### src/rtl/pwm_multichannel_shadowed.sv
// ---------------------------------------------------------------------------
// pwm_multichannel_shadowed
//
// Multi-channel PWM generator with a shared prescaled counter, per-channel
// duty, programmable period, edge- or centre-aligned counting, and
// double-buffered (shadow) settings that take effect only at a period
// boundary so a running waveform never glitches.
//
// Ports:
//   clk           system clock, all state on the rising edge
//   rst           asynchronous reset, active-high
//   en_out        per-channel output enable (0 forces the pin low)
//   en_pwm        per-channel mode: 1 = PWM, 0 = static high
//   duty          channel i duty = duty[i*CNT_W +: CNT_W] (shadowed)
//   period        counter top value P (shadowed)
//   center_mode   0 = edge-aligned, 1 = centre-aligned (shadowed)
//   prescale      counter advances every prescale+1 clocks (live)
//   load          one-clock request to commit duty/period/center_mode
//   out           registered PWM pins
//   cycle_start   one-clock pulse when the counter enters 0
//   load_pending  commit requested but not yet performed
// ---------------------------------------------------------------------------
module pwm_multichannel_shadowed #(
    parameter int NUM_CH  = 16,
    parameter int CNT_W   = 8,
    parameter int PRESC_W = 8
) (
    input  logic                      clk,
    input  logic                      rst,
    input  logic [NUM_CH-1:0]         en_out,
    input  logic [NUM_CH-1:0]         en_pwm,
    input  logic [NUM_CH*CNT_W-1:0]   duty,
    input  logic [CNT_W-1:0]          period,
    input  logic                      center_mode,
    input  logic [PRESC_W-1:0]        prescale,
    input  logic                      load,
    output logic [NUM_CH-1:0]         out,
    output logic                      cycle_start,
    output logic                      load_pending
);

    // Slope the current counter value belongs to. In centre mode the value P
    // is the first value of the down slope and 0 the first of the up slope.
    typedef enum logic {
        DIR_UP   = 1'b0,
        DIR_DOWN = 1'b1
    } dir_t;

    logic [PRESC_W-1:0]       presc_cnt;
    logic [CNT_W-1:0]         cnt;
    logic [CNT_W-1:0]         cnt_nxt;
    dir_t                     dir;
    dir_t                     dir_nxt;

    logic [NUM_CH*CNT_W-1:0]  duty_sh;
    logic [CNT_W-1:0]         period_sh;
    logic                     mode_sh;

    logic                     tick;
    logic                     boundary;
    logic                     commit;
    logic [NUM_CH-1:0]        pwm;

    // Prescaler: a prescale lowered below presc_cnt simply lets presc_cnt
    // run on and wrap before the next match.
    assign tick     = (presc_cnt == prescale);
    assign boundary = tick && (cnt_nxt == '0);
    assign commit   = boundary && (load_pending || load);

    // Next counter value and slope, applied only on a tick.
    // NOTE: every variable assigned in an always_comb gets a default first so
    // no path leaves it unassigned and no latch is inferred.
    always_comb begin
        cnt_nxt = cnt;
        dir_nxt = dir;
        if (period_sh == '0) begin
            cnt_nxt = '0;
            dir_nxt = DIR_UP;
        end else if (!mode_sh) begin
            cnt_nxt = (cnt >= period_sh) ? '0 : cnt + 1'b1;
            dir_nxt = DIR_UP;
        end else if (dir == DIR_UP) begin
            if (cnt >= period_sh) begin
                // Only reachable if the counter overshot P; head back down.
                cnt_nxt = cnt - 1'b1;
                dir_nxt = DIR_DOWN;
            end else begin
                cnt_nxt = cnt + 1'b1;
                if (cnt_nxt == period_sh)
                    dir_nxt = DIR_DOWN;
            end
        end else begin
            cnt_nxt = (cnt == '0) ? '0 : cnt - 1'b1;
            if (cnt_nxt == '0)
                dir_nxt = DIR_UP;
        end
    end

    // Compare stage. Edge mode: high while cnt < duty. Centre mode: the down
    // slope compares inclusively so the high time is exactly 2*duty ticks,
    // centred on cnt = 0, and any duty >= P gives a constant high.
    always_comb begin
        pwm = '0;
        for (int i = 0; i < NUM_CH; i++) begin
            if (mode_sh && (dir == DIR_DOWN))
                pwm[i] = (cnt <= duty_sh[i*CNT_W +: CNT_W]);
            else
                pwm[i] = (cnt <  duty_sh[i*CNT_W +: CNT_W]);
        end
    end

    // NOTE: sequential state uses non-blocking assignments only, so every
    // register samples the pre-edge values and evaluation order is irrelevant.
    always_ff @(posedge clk or posedge rst) begin
        if (rst) begin
            presc_cnt    <= '0;
            cnt          <= '0;
            dir          <= DIR_UP;
            // NOTE: the shadow registers hold the active configuration, so
            // they are reset like any other control state rather than left
            // uninitialised as a plain storage array would be.
            duty_sh      <= '0;
            period_sh    <= '0;
            mode_sh      <= 1'b0;
            load_pending <= 1'b0;
            cycle_start  <= 1'b0;
            out          <= '0;
        end else begin
            presc_cnt   <= tick ? '0 : presc_cnt + 1'b1;
            cycle_start <= boundary;

            if (tick) begin
                cnt <= cnt_nxt;
                dir <= dir_nxt;
            end

            // The commit shares the edge on which cnt returns to 0, so the new
            // settings govern the whole of the next period.
            if (commit) begin
                duty_sh      <= duty;
                period_sh    <= period;
                mode_sh      <= center_mode;
                dir          <= DIR_UP;
                load_pending <= 1'b0;
            end else if (load) begin
                load_pending <= 1'b1;
            end

            out <= en_out & ((en_pwm & pwm) | ~en_pwm);
        end
    end

endmodule

### config.mk
export PLATFORM = sky130hd
export DESIGN_NAME = pwm_multichannel_shadowed
export DESIGN_NICKNAME = d
export VERILOG_FILES = /design/src/rtl/pwm_multichannel_shadowed.sv
export SDC_FILE = /design/constraint.sdc
export NUM_CORES = 1
export LEC_CHECK = 0
export CORE_AREA = 2 2 145 161
export DETAILED_ROUTE_END_ITERATION = 10
export DIE_AREA = 0 0 147 163
export PLACE_DENSITY = 0.74
export RECOVER_POWER = 25
export SLEW_MARGIN = 20
export SYNTH_ARGS = -nofsm -noshare
export SYNTH_HDL_FRONTEND = slang
export SYNTH_SLANG_ARGS = --single-unit
### constraint.sdc
create_clock -name clk -period 7 [get_ports clk]
set_input_delay 1.4 -clock clk [delete_from_list [all_inputs] [get_ports clk]]
set_output_delay 1.4 -clock clk [all_outputs]
set_load 0.05 [all_outputs]
==> Yosys cells after proc, flatten, opt, wreduce, memory -nomap -nowiden <==
Cells that the tools add are included.
{ "totals": {"ff_bits": 172, "out_inout_bits": 18, "wordCells": 94} }
{ "op_classes": {"addsub": 3, "order_cmp": 33, "n_eq_ne": 2, "n_mux": 33, "n_bitwise": 4, "reduce_logical": 10} }
{ "ops": {"columns": ["operator", "n"], "rows": [
  ["$le 8x8->1", 16],
  ["$lt 8x8->1", 16],
  ["$mux 8", 7],
  ["$and 16x16->16", 2],
  ["$logic_not 8->1", 4],
  ["$mux 1", 26],
  ["$add 8x1->8 const B", 2],
  ["$eq 8x8->1", 2],
  ["$not 16->16", 1],
  ["$or 16x16->16", 1],
  ["$ge 8x8->1", 1],
  ["$sub 8x1->8 const B", 1],
  ["$reduce_bool 2->1", 2],
  ["$logic_and 1x1->1", 3],
  ["$logic_or 1x1->1", 1]
]} }

==> Logic depth before layout (Yosys ltp) <==
Gate-level depths: netlist of the first run.
{ "logic_depth": {"ltp_word": 9, "ltp_mapped": 12} }

==> Least setup slack after synthesis of the first run <==
Ideal clock, no wire load.
{ "synth_path": {"path_type": "register to register", "start": "reg cnt[0]", "end": "reg duty_sh[0]", "setup_time_ps": 127, "arrival_ps": 3138, "path_slack_ps": 3734, "stages_incl_launch_ff": 13, "n_path_buf": 3, "path_cell_list": "dfrtp_1 clkbuf_1 inv_1 ha_1 nand2b_1 a31oi_1 o21ai_1 or4_1 o21ai_2 a2111oi_4 buf_8 buf_8 mux2_1"} }
{ "synth_via": {"elab_chain_len": 8} }
{ "synth_lines": {"columns": ["item", "line_no", "rtl"], "rows": [
  ["from (decl)", "50", "logic [CNT_W-1:0] cnt;"],
  ["from (signal assigned)", "133", "cnt <= cnt_nxt;"],
  ["$add 8x1->8, or another cell as far along", "80, 88", null],
  ["$mux 8 (on tied branches)", "83, 93", null],
  ["$mux 8", "82", "end else if (dir == DIR_UP) begin"],
  ["$mux 8 (*)", "79", "end else if (!mode_sh) begin"],
  ["$mux 8 (*)", "76", "if (period_sh == '0) begin"],
  ["$logic_not 8->1 (*)", "67", "assign boundary = tick && (cnt_nxt == '0);"],
  ["$logic_and 1x1->1 (*)", "67", null],
  ["$logic_and 1x1->1 (*)", "68", "assign commit = boundary && (load_pending || load);"],
  ["to (signal assigned)", "140", "duty_sh <= duty;"],
  ["to (decl)", "55", "logic [NUM_CH*CNT_W-1:0] duty_sh;"]
]} }
Mark *: on every way between the ends. The rest lies on a longest branch, timed or not.
A chain may end at the register's enable or synchronous reset.

==> Worst setup path in the final report of the first run <==
{ "layout_path": {"start": "reg cnt[3]", "end": "reg duty_sh[96]"} }
Same word-level chain as after synthesis.

==> results of run 1 <==
## cell usage after synthesis, types with 2 or more instances
cell type and count:
o211ai_1 2, nor3_1 7, clkbuf_1 11, a31oi_1 17
inv_1 131, o21ai_2 2, buf_6 3, xnor2_1 20
nand2_1 49, a22o_1 2, and3_1 3, o22ai_1 3
mux2_2 18, a211o_1 2, nand4_1 25, nand3_1 21
o221ai_1 2, nand2b_1 18, dfrtp_1 172, buf_8 11
or2_2 2, o31a_1 8, a21o_1 8, o21ai_1 2
o311ai_0 3, o21ai_0 45, ha_1 140, or3_1 3
or4_1 9, xor2_1 9, nor4_1 3, nor2_1 19
mux2_1 119, o21a_1 16, nor2b_1 17, a21oi_1 39
o32ai_1 3, o311a_1 3
## worst paths after layout
| kind | from | to | slack, ps | cells after the start |
|---|---|---|---|---|
| max | cnt[3] | duty_sh[96] | 2560 | 10 |
| min | duty_sh[19] | duty_sh[19] | 490 | 1 |
| max reg2reg | cnt[3] | duty_sh[96] | 2560 | 10 |
| min reg2reg | duty_sh[19] | duty_sh[19] | 490 | 1 |
| max in group asynchronous | rst | out[8] | 4060 | 3 |
| min in group asynchronous | rst | out[4] | 1650 | 2 |
## registers in the layout, summed over array words and instances, names as in the netlist
name	cells
duty_sh	128
out	16
cnt	8
period_sh	8
presc_cnt	8
cycle_start	1
dir	1
load_pending	1
mode_sh	1
## per-stage QoR
stage,setup WS [ps],cells,power [mW],cell area (sq um),hold slack (ps)
final,2563,1495,4.012,13380,485.4
after global routing,2257,1494,4.332,13380,495.0
after CTS,2540,1494,4.041,13380,489.9
after detailed placement,2373,1462,3.049,12780,474.7
after global placement,2412,1462,3.002,12780,467.7
after floorplan,939.9,980,2.541,10580,458.1
## layer usage
layer / routed length, um / vias to the layer above / share of wire (%)
li1: - / 3852 / -
met1: 11250 / 3841 / 44
met2: 12230 / 210 / 48
met3: 1462 / 28 / 5.8
met4: 332 / 4 / 1.3
met5: 30 / - / 0.12
## cell families after synthesis
group | share of synthesized area (%)
adders and majority gates | 16.55
and+or+nand+nor | 8.784
buffers and inverters | 7.069
AOI/OAI and AO/OA | 9.860
DFF | 40.67
xor gates and xnor gates | 2.400
muxes | 14.67
## worst register-to-register path, cell delays in order (launching register included)
cell       delay [ps]
dfrtp_1           860
buf_4             380
ha_1              270
nand3_1            80
o21ai_1           110
o21ai_2           510
o22ai_1           240
a2111oi_4         330
buf_4             550
buf_4             580
mux2_1            400
## placed cells by master, fill, tap and decap left out, types with 4 or more instances in the layout
cell,netlist,routed
xor2_1,9,9
nand2_1,49,49
nor3_1,7,7
buf_4,1,13
dfrtp_1,172,172
mux2_1,119,119
o31a_1,8,8
mux2_2,18,18
nor2b_1,17,17
clkdlybuf4s50_1,0,196
a31oi_1,17,17
inv_1,131,130
a21o_1,8,8
a21oi_1,39,39
o21a_1,16,16
or4_1,9,9
nand4_1,25,25
clkbuf_16,0,17
ha_1,140,140
xnor2_1,20,20
nand3_1,21,21
inv_6,0,4
nor2_1,19,19
nand2b_1,18,18
o21ai_0,45,45
## layout make-up
| type | instances | area (sq um) | area share (%) |
|---|---|---|---|
| multi-input cells | 649 | 5532 | 41.34 |
| diodes | 1 | 2.502 | 0.01870 |
| well taps | 300 | 375.4 | 2.805 |
| inverters | 131 | 499.2 | 3.731 |
| repair buffers | 210 | 2069 | 15.47 |
| clock buffers | 18 | 439.2 | 3.282 |
| clock inverters | 14 | 160.2 | 1.197 |
| flip-flops and latches | 172 | 4304 | 32.16 |
## power groups by stage
stage / Sequential [mW] / Combinational (mW) / Clock (mW)
finish: 1.35 / 1.68 / 0.974
global route: 1.38 / 1.91 / 1.04
CTS: 1.36 / 1.69 / 0.996
detailed placement: 1.37 / 1.68 / 0
global placement: 1.37 / 1.63 / 0
floorplan: 1.45 / 1.09 / 0
==> results.md, run 1 <==
Global routing:
- The layer flagged by global routing as most heavily used is met2.
- The met2 usage is 37.88%.
- The maximum number of pins on one net before global-route repair is 115.
- The first global-routing pass estimated 41.26 mm of wire.
- For this run, global-route usage on met1 was measured as 28.52%.
- The number of antenna violations at the first check in global routing is 3.
- The total congestion overflow after global routing is 0.
- Global routing used 4.370% of the available met3 tracks.
- The number of global-route vias before repair is 8122.
- The global-route usage over all layers is 21.93%.

Placed design:
- Buffers placed on the I/O ports in this run total 197.
- At the end of routability-driven placement, the weighted congestion stood at 0.8577.
- Detailed placement ended at an HPWL of 17.62 mm.

Timing:
- Setup repair after global routing left no endpoint under its margin.
- In this run the tightest slew margin relative to its limit is 23.53%.
- The final total negative setup slack is 0 ps.
- The final clock period utilization by the worst path is 63.39%.
- At the pin with the least slew margin, the transition time is 1144 ps.
- The number of hold violations in the final report was 0.
- The count of endpoints failing setup in the final report is 0.
- The worst clock skew is 11.97 ps.
- The number of slew-limit violations in the final report is 0.
- The minimum period implied by the final worst setup slack is 4437 ps.
- Static timing analysis puts the maximum clock frequency at 225.4 MHz.

Clock tree:
- In this run the post-CTS setup repair buffer count came out at 0.
- After clock tree synthesis, the repair step resized 0 gates.
- The post-cts hold buffer count is 0.
- The buffer levels on the longest clock path is 2.
- The clock input transition at the sequential cells of the worst setup and hold paths is 70 ps.
- The number of clock sinks is 172.
- Clock latency on the worst-skew pair, taken at its later pin, is 430 ps.
- The CTS buffer count is 17.
- The count of H-tree levels built during CTS is 4.
- TritonCTS built the clock tree.
- The root buffer cell chosen for the clock tree is clkbuf_16.

Setup path:
- For the worst setup path, the data arrival time is 4750 ps.
- The slowest stage of the critical path belongs to the cell dfrtp_1.
- The element type at the critical path start is a register.
- The critical path class is reg2reg.
- For this run, the slowest stage of the critical path takes 860 ps.
- The cell repeated most along the worst path is buf_4.
- The category of the worst setup path capture point is a register.
- The critical path contains buffers and inverters numbering 3 combined.
- The signal on the critical path passes through buf_4 -> ha_1 -> nand3_1 -> o21ai_1 -> o21ai_2 -> o22ai_1 -> a2111oi_4 -> buf_4 -> buf_4 -> mux2_1.
- The data required time at the worst endpoint is 7310 ps.
- The critical path's top delay family is buffers and inverters.
- The highest net fanout along the worst path is 42.

Floorplan:
- The initial utilization of the core area, before any placement, comes to 47.05%.
- The die covers 23960 sq um.
- The x dimension of the die is 147 um.
- The number of rows in the core area is 58.
- The die is 163 um tall.
- The placeable core area is 22500 sq um.
- The I/O pin count is 198.

Power and ir drop:
- Combinational logic burns 42.0% of the power.
- The share of total power consumed by net switching is 36.74%.
- The total leakage power is 6.331 nW.
- Of the total power, the clock network draws 24.3%.
- The worst IR drop on VDD is 0.1676 mV.
- The internal portion of the total power is 2.538 mW.
- The power density relative to cell area is 299.8 nW/um^2.
- The share of power burned in registers is 33.8%.
- The analysis attributes to net switching a power of 1.474 mW.

Logic synthesis:
- dfrtp_1 takes more of the synthesized area than any other cell.
- The Yosys step of the flow raised 0 warnings.
- Synthesis inferred 172 register bits.
- By area the synthesized netlist is led by dfrtp_1, ha_1, mux2_1.
- The area share of the leading cell type in the synthesized netlist is 40.67%.
- The cell area that synthesis handed to floorplanning was 10580 sq um.
- Sequential cells were found to cover 40.67% of the synthesized design area.
- The mean post-synth cell area is 10.80 sq um.
- Among all flip-flop cells after synthesis, the most frequent one is dfrtp_1.
- In the synthesized netlist the async set-or-reset flop fraction comes to 100.0%.
- In this run, synthesis inferred 0 flip-flops with an integrated enable.
- The net count after synthesis is 1300.
- Synthesis produced 980 cells.
- Yosys mapped the design onto 51 distinct sky130hd cell types.

Outcome:
- The flow ran to the end, and the final reports show no timing, DRC or antenna violations.

Route:
- In the routed design, unresolved DRC markers number 0.
- Using the TritonRoute via totals, the vias-per-cell ratio works out to 5.308.
- The first detailed-routing pass ran for 6 iterations.
- Wires add up to 25.31 mm.
- The wire length per cell is 16.93 um.
- The initial detailed-routing violation count is 539.
- In this run the remaining antenna-violating nets after routing total 0.
- The overall via count from detail_route is 7935.

Min path:
- The worst min-delay path class is reg2reg.

Cells and area:
- The count of nets after finishing is 1501.
- Relative to the synthesized area, the layout overhead comes to 26.43%.
- At the end of the flow the core is filled with cells to 59.48%.
- The number of filler instances in the final layout is 1870.
- Cells with a size suffix above 1 make up 5.779% of the layout.

Run:
- Across the run, the number of max-cap violations was 0.
Power figures use the tool's default switching activity.
==> run 2: changes to the inputs <==
==> constraint.sdc (replaced) <==
create_clock -name clk -period 4.1 [get_ports clk]
set_input_delay 0.82 -clock clk [delete_from_list [all_inputs] [get_ports clk]]
set_output_delay 0.82 -clock clk [all_outputs]
set_load 0.05 [all_outputs]
==> run 2 against run 1 <==
Combinational power grew 78%. Global-route usage grew 0.092 points. Total power grew 78%. Largest power group unchanged. Via count shrank 0.29%. Maximum frequency grew 27%. Sequential cell count is the same. Clock power grew 94%. The flow now finishes with violations (max-capacitance violations, max-slew violations). Hold slack lost 2.5 ps. Largest cell class unchanged.
==> results.md, run 2 (same netlist as run 1, synthesis figures left out) <==
Global routing:
- met2 is the most crowded layer.
- The maximum number of pins on one net before global-route repair is 92.
- The first global-routing pass estimated 41.17 mm of wire.
- After global routing the overflow that remains totals 0.
- The number of global-route vias before repair is 8158.
- Global routing used 22.02% of the available tracks across all layers.
- Global routing used 28.31% of the available met1 tracks.
- The number of antenna violations at the first check in global routing came to 0.
- The met2 usage is 37.32%.
- The global routing usage on met3 is 3.754%.

Floorplan:
- For this configuration, the core starts out at a cell density of 47.05%.
- In this run the standard cell core region covers 22500 sq um.
- The floorplan step defined a die boundary enclosing 23960 sq um.
- The floorplan step set the die height to 163 um.
- The x dimension of the die is 147 um.
- Pin placement for this block handled 198 I/O pins.
- The floorplan has 58 rows.

Min path:
- The path class of the tightest hold or removal check is reg2reg.

Cells and area:
- The final non-filler cell total is 1503.
- Leaving out fill and tap cells, the most frequent cell in the layout is clkdlybuf4s50_1.
- The share of final-layout standard cells stronger than drive strength 1 is 6.318%.
- The number of filler instances in the final layout is 1898.
- The area added between synthesis and finish is 28.15%.
- The final instance area is 13560 sq um.
- The count of nets after finishing is 1510.
- The register with the most flip-flops in the layout has 128 of them.
- In the layout the commonest cells are clkdlybuf4s50_1, dfrtp_1, ha_1.
- Counting flops per register, the top entry is duty_sh.
- In the final layout, the registers with the most flip-flops are duty_sh: 128 flops, out: 16 flops.
- 0 antenna diodes ended up in the layout.

Setup path:
- STA puts the critical path data arrival time at 3810 ps.
- The highest net fanout along the worst path is 47.
- STA classifies the critical path endpoint as a register.
- The data required time at the worst endpoint is 4410 ps.
- In this run the register-to-register setup slack is 600 ps.
- STA classifies the critical path startpoint as a register.
- The critical path class is reg2reg.

Clock tree:
- The library cell used as clock root buffer is clkbuf_16.
- The post-CTS resize count is 0.
- The buffer count from post-CTS setup fixing is 0.
- TritonCTS built the clock tree.
- The number of clock sinks is 172.
- The buffer levels on the longest clock path is 2.
- The post-cts hold buffer count is 0.
- After clock tree synthesis, the clock-pin slew on the worst setup and hold paths is 70 ps.
- The count of H-tree levels built during CTS is 4.
- The CTS buffer count is 17.
- The clock latency at the later pin of the worst-skew pair is 420 ps.

Timing:
- The final clock period utilization by the worst path is 85.35%.
- The number of slew-limit violations in the final report came to 28.
- The number of hold violations in the final report is 0.
- Setup repair after global routing left no endpoint under its margin.
- Clock skew on the completed layout was measured at 10.06 ps.
- The final total negative setup slack is 0 ps.
- The minimum period implied by the final worst setup slack is 3499 ps.
- The transition time at the pin with the least slew margin is 1661 ps.
- The worst slew margin relative to its limit is -10.72%.
- Setup violations remaining at the end of the flow were counted as 0.
- Derived from the worst setup path, the maximum achievable clock frequency is 285.8 MHz.

Route:
- The initial detailed-routing violation count is 448.
- After detailed routing, the average wire length per cell comes to 17.15 um.
- The number of vias per cell is 5.264.
- The sum of routed wire length over all layers is 25.78 mm.
- The DRC violations left is 0.
- Before antenna repair, the detailed router went through 5 iterations.
- The detail route stage leaves a number of antenna-violating nets equal to 0.
- Summing over every cut layer, the via total after detailed routing is 7912.

Placed design:
- The post-placement cell count is 1470.
- In this run the cell area measured after placement is 12870 sq um.
- Routability-driven placement finished with a final weighted congestion of 0.8987.
- The detailed placement HPWL is 18.27 mm.
- Port buffering added 197 buffers.

Run:
- The max-cap violation count is 1.

Power and ir drop:
- The worst IR drop on VDD is 0.2768 mV.
- The share of total power consumed by net switching is 35.52%.
- The cell-internal power is 4.608 mW.
- Summed over all cells, the static leakage comes to 6.413 nW.
- The total design power is 7.146 mW.
- The net switching component of the power is 2.539 mW.
- The combinational power share is 41.8%.
- For this design the ratio of total power to cell area is 526.9 nW/um^2.
- Sequential cells account for 31.7% of the total power.
- The clock network power share is 26.5%.

Outcome:
- The run finished, with violations left.
- The checks that failed: max-capacitance violations, max-slew violations.
-- run 2: cell types whose count changed in the layout (fill, tap and decap cells not counted), sizes merged --
cell | before | now
buf | 13 | 20
clkbuf | 18 | 20
clkinvlp | 2 | 3
clkinv | 4 | 1
inv | 137 | 135
bufinv | 2 | 6
diode | 1 | 0
-- run 2: critical path, stage by stage (launching register included) --
cell       delay (ps)
dfrtp_1           400
buf_4             180
ha_1              310
a21o_1            120
a31oi_1            40
o21ai_1           260
or4_1             450
o21ai_2           160
a2111oi_4         450
buf_4             560
mux2_2            410
-- run 2: worst paths after layout --
| kind | from | to | cells after the start |
|---|---|---|---|
| setup / recovery | cnt[2] | duty_sh[45] | 10 |
| hold / removal | duty_sh[11] | duty_sh[11] | 1 |
| setup reg to reg | cnt[2] | duty_sh[45] | 10 |
| hold reg to reg | duty_sh[11] | duty_sh[11] | 1 |
| max in group asynchronous | rst | out[11] | 4 |
| min in group asynchronous | rst | duty_sh[57] | 2 |
-- run 2: stage by stage --
step                      hold slack (ps)  setup slack (ps)  utilization (%)
after global placement              467.5             723.3            57.22
after global routing                498.0             269.7            60.29
after detailed placement            474.7             617.8            57.22
after floorplan                     458.1             834.3                -
final                               482.8             600.5            60.29
after CTS                           489.7             609.6            60.30
-- run 2: layout make-up --
type | count | area, sq um | share of cell area, %
flip-flops and latches | 172 | 4304 | 31.73
clock inverters | 14 | 252.7 | 1.863
clock buffers | 18 | 439.2 | 3.238
well taps | 300 | 375.4 | 2.768
repair buffers | 219 | 2167 | 15.98
inverters | 131 | 493.0 | 3.635
multi-input cells | 649 | 5532 | 40.78
-- run 2: per-layer routing --
layer  routed length, um  part of all wire (%)
met3                1168                   4.5
met4                 584                   2.3
met2               12510                    49
met1               11510                    45
met5                   0                     0
-- run 2: power groups by stage --
stage	Combinational [mW]	Sequential (mW)	Clock, mW
finish	2.99	2.27	1.89
global placement	2.86	2.29	0
global route	3.34	2.32	2.00
detailed placement	2.95	2.30	0
CTS	3.00	2.27	1.93
floorplan	1.86	2.48	0
==> run 3: changes to the inputs <==
--- a/config.mk
+++ b/config.mk
@@ -5,6 +5,7 @@
 export SDC_FILE = /design/constraint.sdc
 export NUM_CORES = 1
 export LEC_CHECK = 0
+export CAP_MARGIN = 15
 export CORE_AREA = 2 2 145 161
 export DETAILED_ROUTE_END_ITERATION = 10
 export DIE_AREA = 0 0 147 163
==> results of run 3 <==
Same layout as run 2: the final DEF is identical, and so are final timing and power.
==> variant 1 (settings of run 2) <==
The parameter `PRESC_W` goes from 8 to 6.
--- a/src/rtl/pwm_multichannel_shadowed.sv
+++ b/src/rtl/pwm_multichannel_shadowed.sv
@@ -25,3 +25,3 @@
     parameter int CNT_W   = 8,
-    parameter int PRESC_W = 8
+    parameter int PRESC_W = 6
 ) (
Ports: changed (resized prescale); port bits go from 198 to 196. No check against the original RTL was run, so the function may have changed too.
==> variant 1 against run 2 <==
- the flow still finishes with violations (max-capacitance violations, max-slew violations)
- total power is 28% higher
- area after synthesis rose by 3.6%
- sequential cell count shrank 2
- wire length increased by 1.6%
- die area is the same
- cell count down 0.80%
- clock skew is 0.00080 ns lower
- sequential power rose by 25%
- via count rose by 1.2%
- design area is 1.8% higher
- setup slack got worse by 0.0026 ns
==> variant 1: results (changes against run 2) <==
CP top delay family simple AND/OR/NAND/NOR gates; r2r endpoint duty_sh[43]; placed cell areas 0.0132 mm2 (+2.9%); Seq cells post-synth 170 (-1.2%); largest stage delay on the critical path 0.64 ns (+0.08 ns); worst-case reg-to-reg path depth 9 (-1); vias 8009 (+1.2%); Clock Skew 0.00926 ns (-0.000802 ns); top cells by count, synth dfrtp_1 (170), ha_1 (140), inv_1 (128); Final GP Congestion 0.891 (-0.91%); layout cells sized above 1 0.162 (+0.0990); GR Util met2 0.391 (+0.0175); Layout fillers 1879 (-1.0%); GR Layer Usage met1 0.292 (+0.00898); Initial DRC Count 410 (-8.5%); Slew Limit Headroom -0.164 (-0.0572); Hold WS 0.503 ns (+0.0204 ns); Final #Nets 1495 (-0.99%); HPWL reported at the end of detailed placement 18000 um (-1.3%); Crit-path slowest cell nor3_1; met2 wire len 12500 um (-0.18%); Unique masters post-synth 56 (+9.8%); port bufs 195 (-1.0%); PD cells 665 mW/mm2 (+26%); Peak supply drop 0.341 mV (+23%); fin. max-slew vios 71 (+150%); Static Leak 6.80 nW (+6.1%); status finished, violations left; Max-cap violations 1 (unchanged); violated checks max-capacitance violations, max-slew violations; vias in the first global route 8377 (+2.7%); Hold Path End presc_cnt[0]; synth top area cells dfrtp_1 (39%), mux2_4 (16%), ha_1 (16%), inv_1 (4.4%), a21oi_1 (2.1%)
-- variant 1: changes by cell type in the layout (fill, tap and decap cells not counted), moves of 6 or more --
cell     delta
mux2_1    -119
buf_4       -7
xnor2_1     -6
nand3_1     -6
o21ai_0     -6
mux2_4    +119
a21oi_1     +6
-- variant 1: cell type report --
cell class                      instances  area share
Antenna cell                            1    0.000181
Timing Repair Buffer                  209       0.152
Multi-Input combinational cell        651       0.437
Clock inverter                         12     0.00825
Clock buffer                           20      0.0331
Inverter                              128      0.0349
Sequential cell                       170       0.308
Tap cell                              300      0.0272
-- variant 1: logic make-up (layout without fill, tap and decap cells) --
group,count (synthesis),in the layout,synth area share
other,0,1,0
multiplexers,138,138,0.182
buffers and inverters,157,369,0.0640
flip-flops,170,170,0.388
AND/OR/NAND/NOR,183,183,0.0885
XOR/XNOR,25,25,0.0200
adder cells (fa/ha/maj),140,140,0.160
AO/OA/AOI/OAI,165,165,0.0975
-- variant 1: worst register-to-register path: cells and delay by family, from the launching register on --
| kind | cells | cell delay, ns |
|---|---|---|
| flops | 1 | 0.54 |
| compound gates | 4 | 0.70 |
| simple gates | 2 | 0.87 |
| buf+inv | 1 | 0.45 |
| fa+ha+maj | 1 | 0.36 |
| mux | 1 | 0.47 |
-- variant 1: per-stage QoR --
step | setup WS, ns | std cells
floorplan | 0.931 | 978
global placement | 0.697 | 1458
detailed placement | 0.633 | 1458
CTS | 0.638 | 1490
global route | 0.371 | 1491
finish | 0.598 | 1491
-- variant 1: power by group --
part,switching [W],internal (W),leakage (nW)
clock,0.000712,0.000878,0.275
sequential,0.000491,0.00235,2.21
combinational,0.00230,0.00245,4.32
total,0.00351,0.00567,6.80
==> variant 2 (config.mk and constraints of run 2) <==
Without the edit above. Add an input register stage for `duty`, without a reset; this delays it by one clock. The other inputs are not delayed to match.
--- a/src/rtl/pwm_multichannel_shadowed.sv
+++ b/src/rtl/pwm_multichannel_shadowed.sv
@@ -47,2 +47,8 @@
     } dir_t;
+
+    logic [NUM_CH*CNT_W-1:0] duty_q;
+
+    always_ff @(posedge clk) begin
+        duty_q <= duty;
+    end
 
@@ -139,3 +145,3 @@
             if (commit) begin
-                duty_sh      <= duty;
+                duty_sh      <= duty_q;
                 period_sh    <= period;
Check against the original RTL: not equivalent (Yosys sat finds a counterexample within 4 cycles, from zero or initial values and one cycle with rst high).
==> variant 2 against run 2 <==
- area after synthesis rose by 29%
- global-route usage grew 2.9 points
- total power up 35%
- sequential cell count up 128
- wire length rose by 14%
- setup slack worse by 0.16 ns
- clock skew increased by 0.016 ns
- design area increased by 25%
- largest cell class is now sequential cells
- highest routed layer is now met5
==> variant 2: results (changes against run 2) <==
bufs w/o clock 218 (-0.46%); Non-CTS inverters 130 (-0.76%); clock network area share 0.0638 (+0.0128); switching share of total power 0.308 (-0.0470); CP arrival 4.09 ns (+0.28 ns); Static Leak 7.72 nW (+20%); post-synthesis mux area share 0.146 (-0.000621); M3 GR Usage 0.0373 (-0.000280); crit-path max FO 43 (-8.5%); top cells by count, synth dfrtp_1 (172), ha_1 (140), inv_1 (130); area share of fa/ha/maj cells after synthesis 0.128 (-0.0374); Clock Skew 0.0263 ns (+0.0162 ns); GR Layer Usage met1 0.330 (+0.0472); multi-input gate count 653 (+0.62%); asr flop ratio synth 0.573 (-0.427); via density per instance 5.36 (+1.8%); fraction of area in registers 0.404 (+0.0871); clkbuf count 34 (+16); first-pass GRT wire length 47300 um (+15%); largest stage delay on the critical path 0.50 ns (-0.06 ns); Unique masters post-synth 57 (+12%); Final #Nets 1652 (+9.4%); Final GP Congestion 0.901 (+0.23%); Placed Instances 1601 (+8.9%); status finished clean; vias in the first global route 9311 (+14%); Reg area 0.00687 mm2 (+60%); initial antenna violation count 1 (+1); Crit-path slowest cell dfrtp_1; Multi-input gate area 0.00599 mm2 (+8.3%); Clock Tree Buf Depth 3 (+1); worst-case reg-to-reg path depth 12 (+2); GR Util met2 0.423 (+0.0493); synth top area cells dfrtp_1 (31%), dfxtp_1 (19%), ha_1 (13%), mux2_4 (12%), inv_1 (3.6%); layout cells sized above 1 0.160 (+0.0970); placed cell areas 0.0159 mm2 (+24%); Seq/Total Area, Yosys 0.502 (+0.0957); pre-CTS setup slack 0.449 ns (-0.168 ns); Slew Limit Headroom 0.395 (+0.502); XOR/XNOR Fraction of Synth Area 0.0186 (-0.00542); Tot GR Track Use 0.249 (+0.0288); WL met1 12900 um (+12%); cell count after synthesis 1112 (+13%); signal buffers share of area 0.128 (-0.0315); Layout fillers 1546 (-19%); Num CTS Buffers 29 (+12); post-synthesis compound-gate area fraction 0.0730 (-0.0256)
## variant 2: final timing paths
| path | start | end | slack (ns) |
|---|---|---|---|
| setup / recovery | cnt[0] | duty_sh[43] | 0.44 |
| hold / removal | duty_q[65] | duty_sh[65] | 0.45 |
| setup reg to reg | cnt[0] | duty_sh[43] | 0.44 |
| hold reg to reg | duty_q[65] | duty_sh[65] | 0.45 |
| max in group asynchronous | rst | duty_sh[26] | 2.51 |
| min in group asynchronous | rst | cnt[7] | 0.81 |
## variant 2: power by group through the flow
stage	clock (W)	sequential, W	combinational [W]
2_1_floorplan	0	0.00383	0.00203
3_3_place_gp	0	0.00371	0.00295
3_5_place_dp	0	0.00372	0.00304
4_1_cts	0.00300	0.00367	0.00307
5_1_grt	0.00314	0.00372	0.00339
6_report	0.00295	0.00367	0.00303
## variant 2: per-stage QoR
stage,hold slack [ns],util
after floorplan,0.424,-
after global placement,0.430,0.707
after detailed placement,0.435,0.707
after CTS,0.457,0.755
after global routing,0.467,0.755
final,0.452,0.755
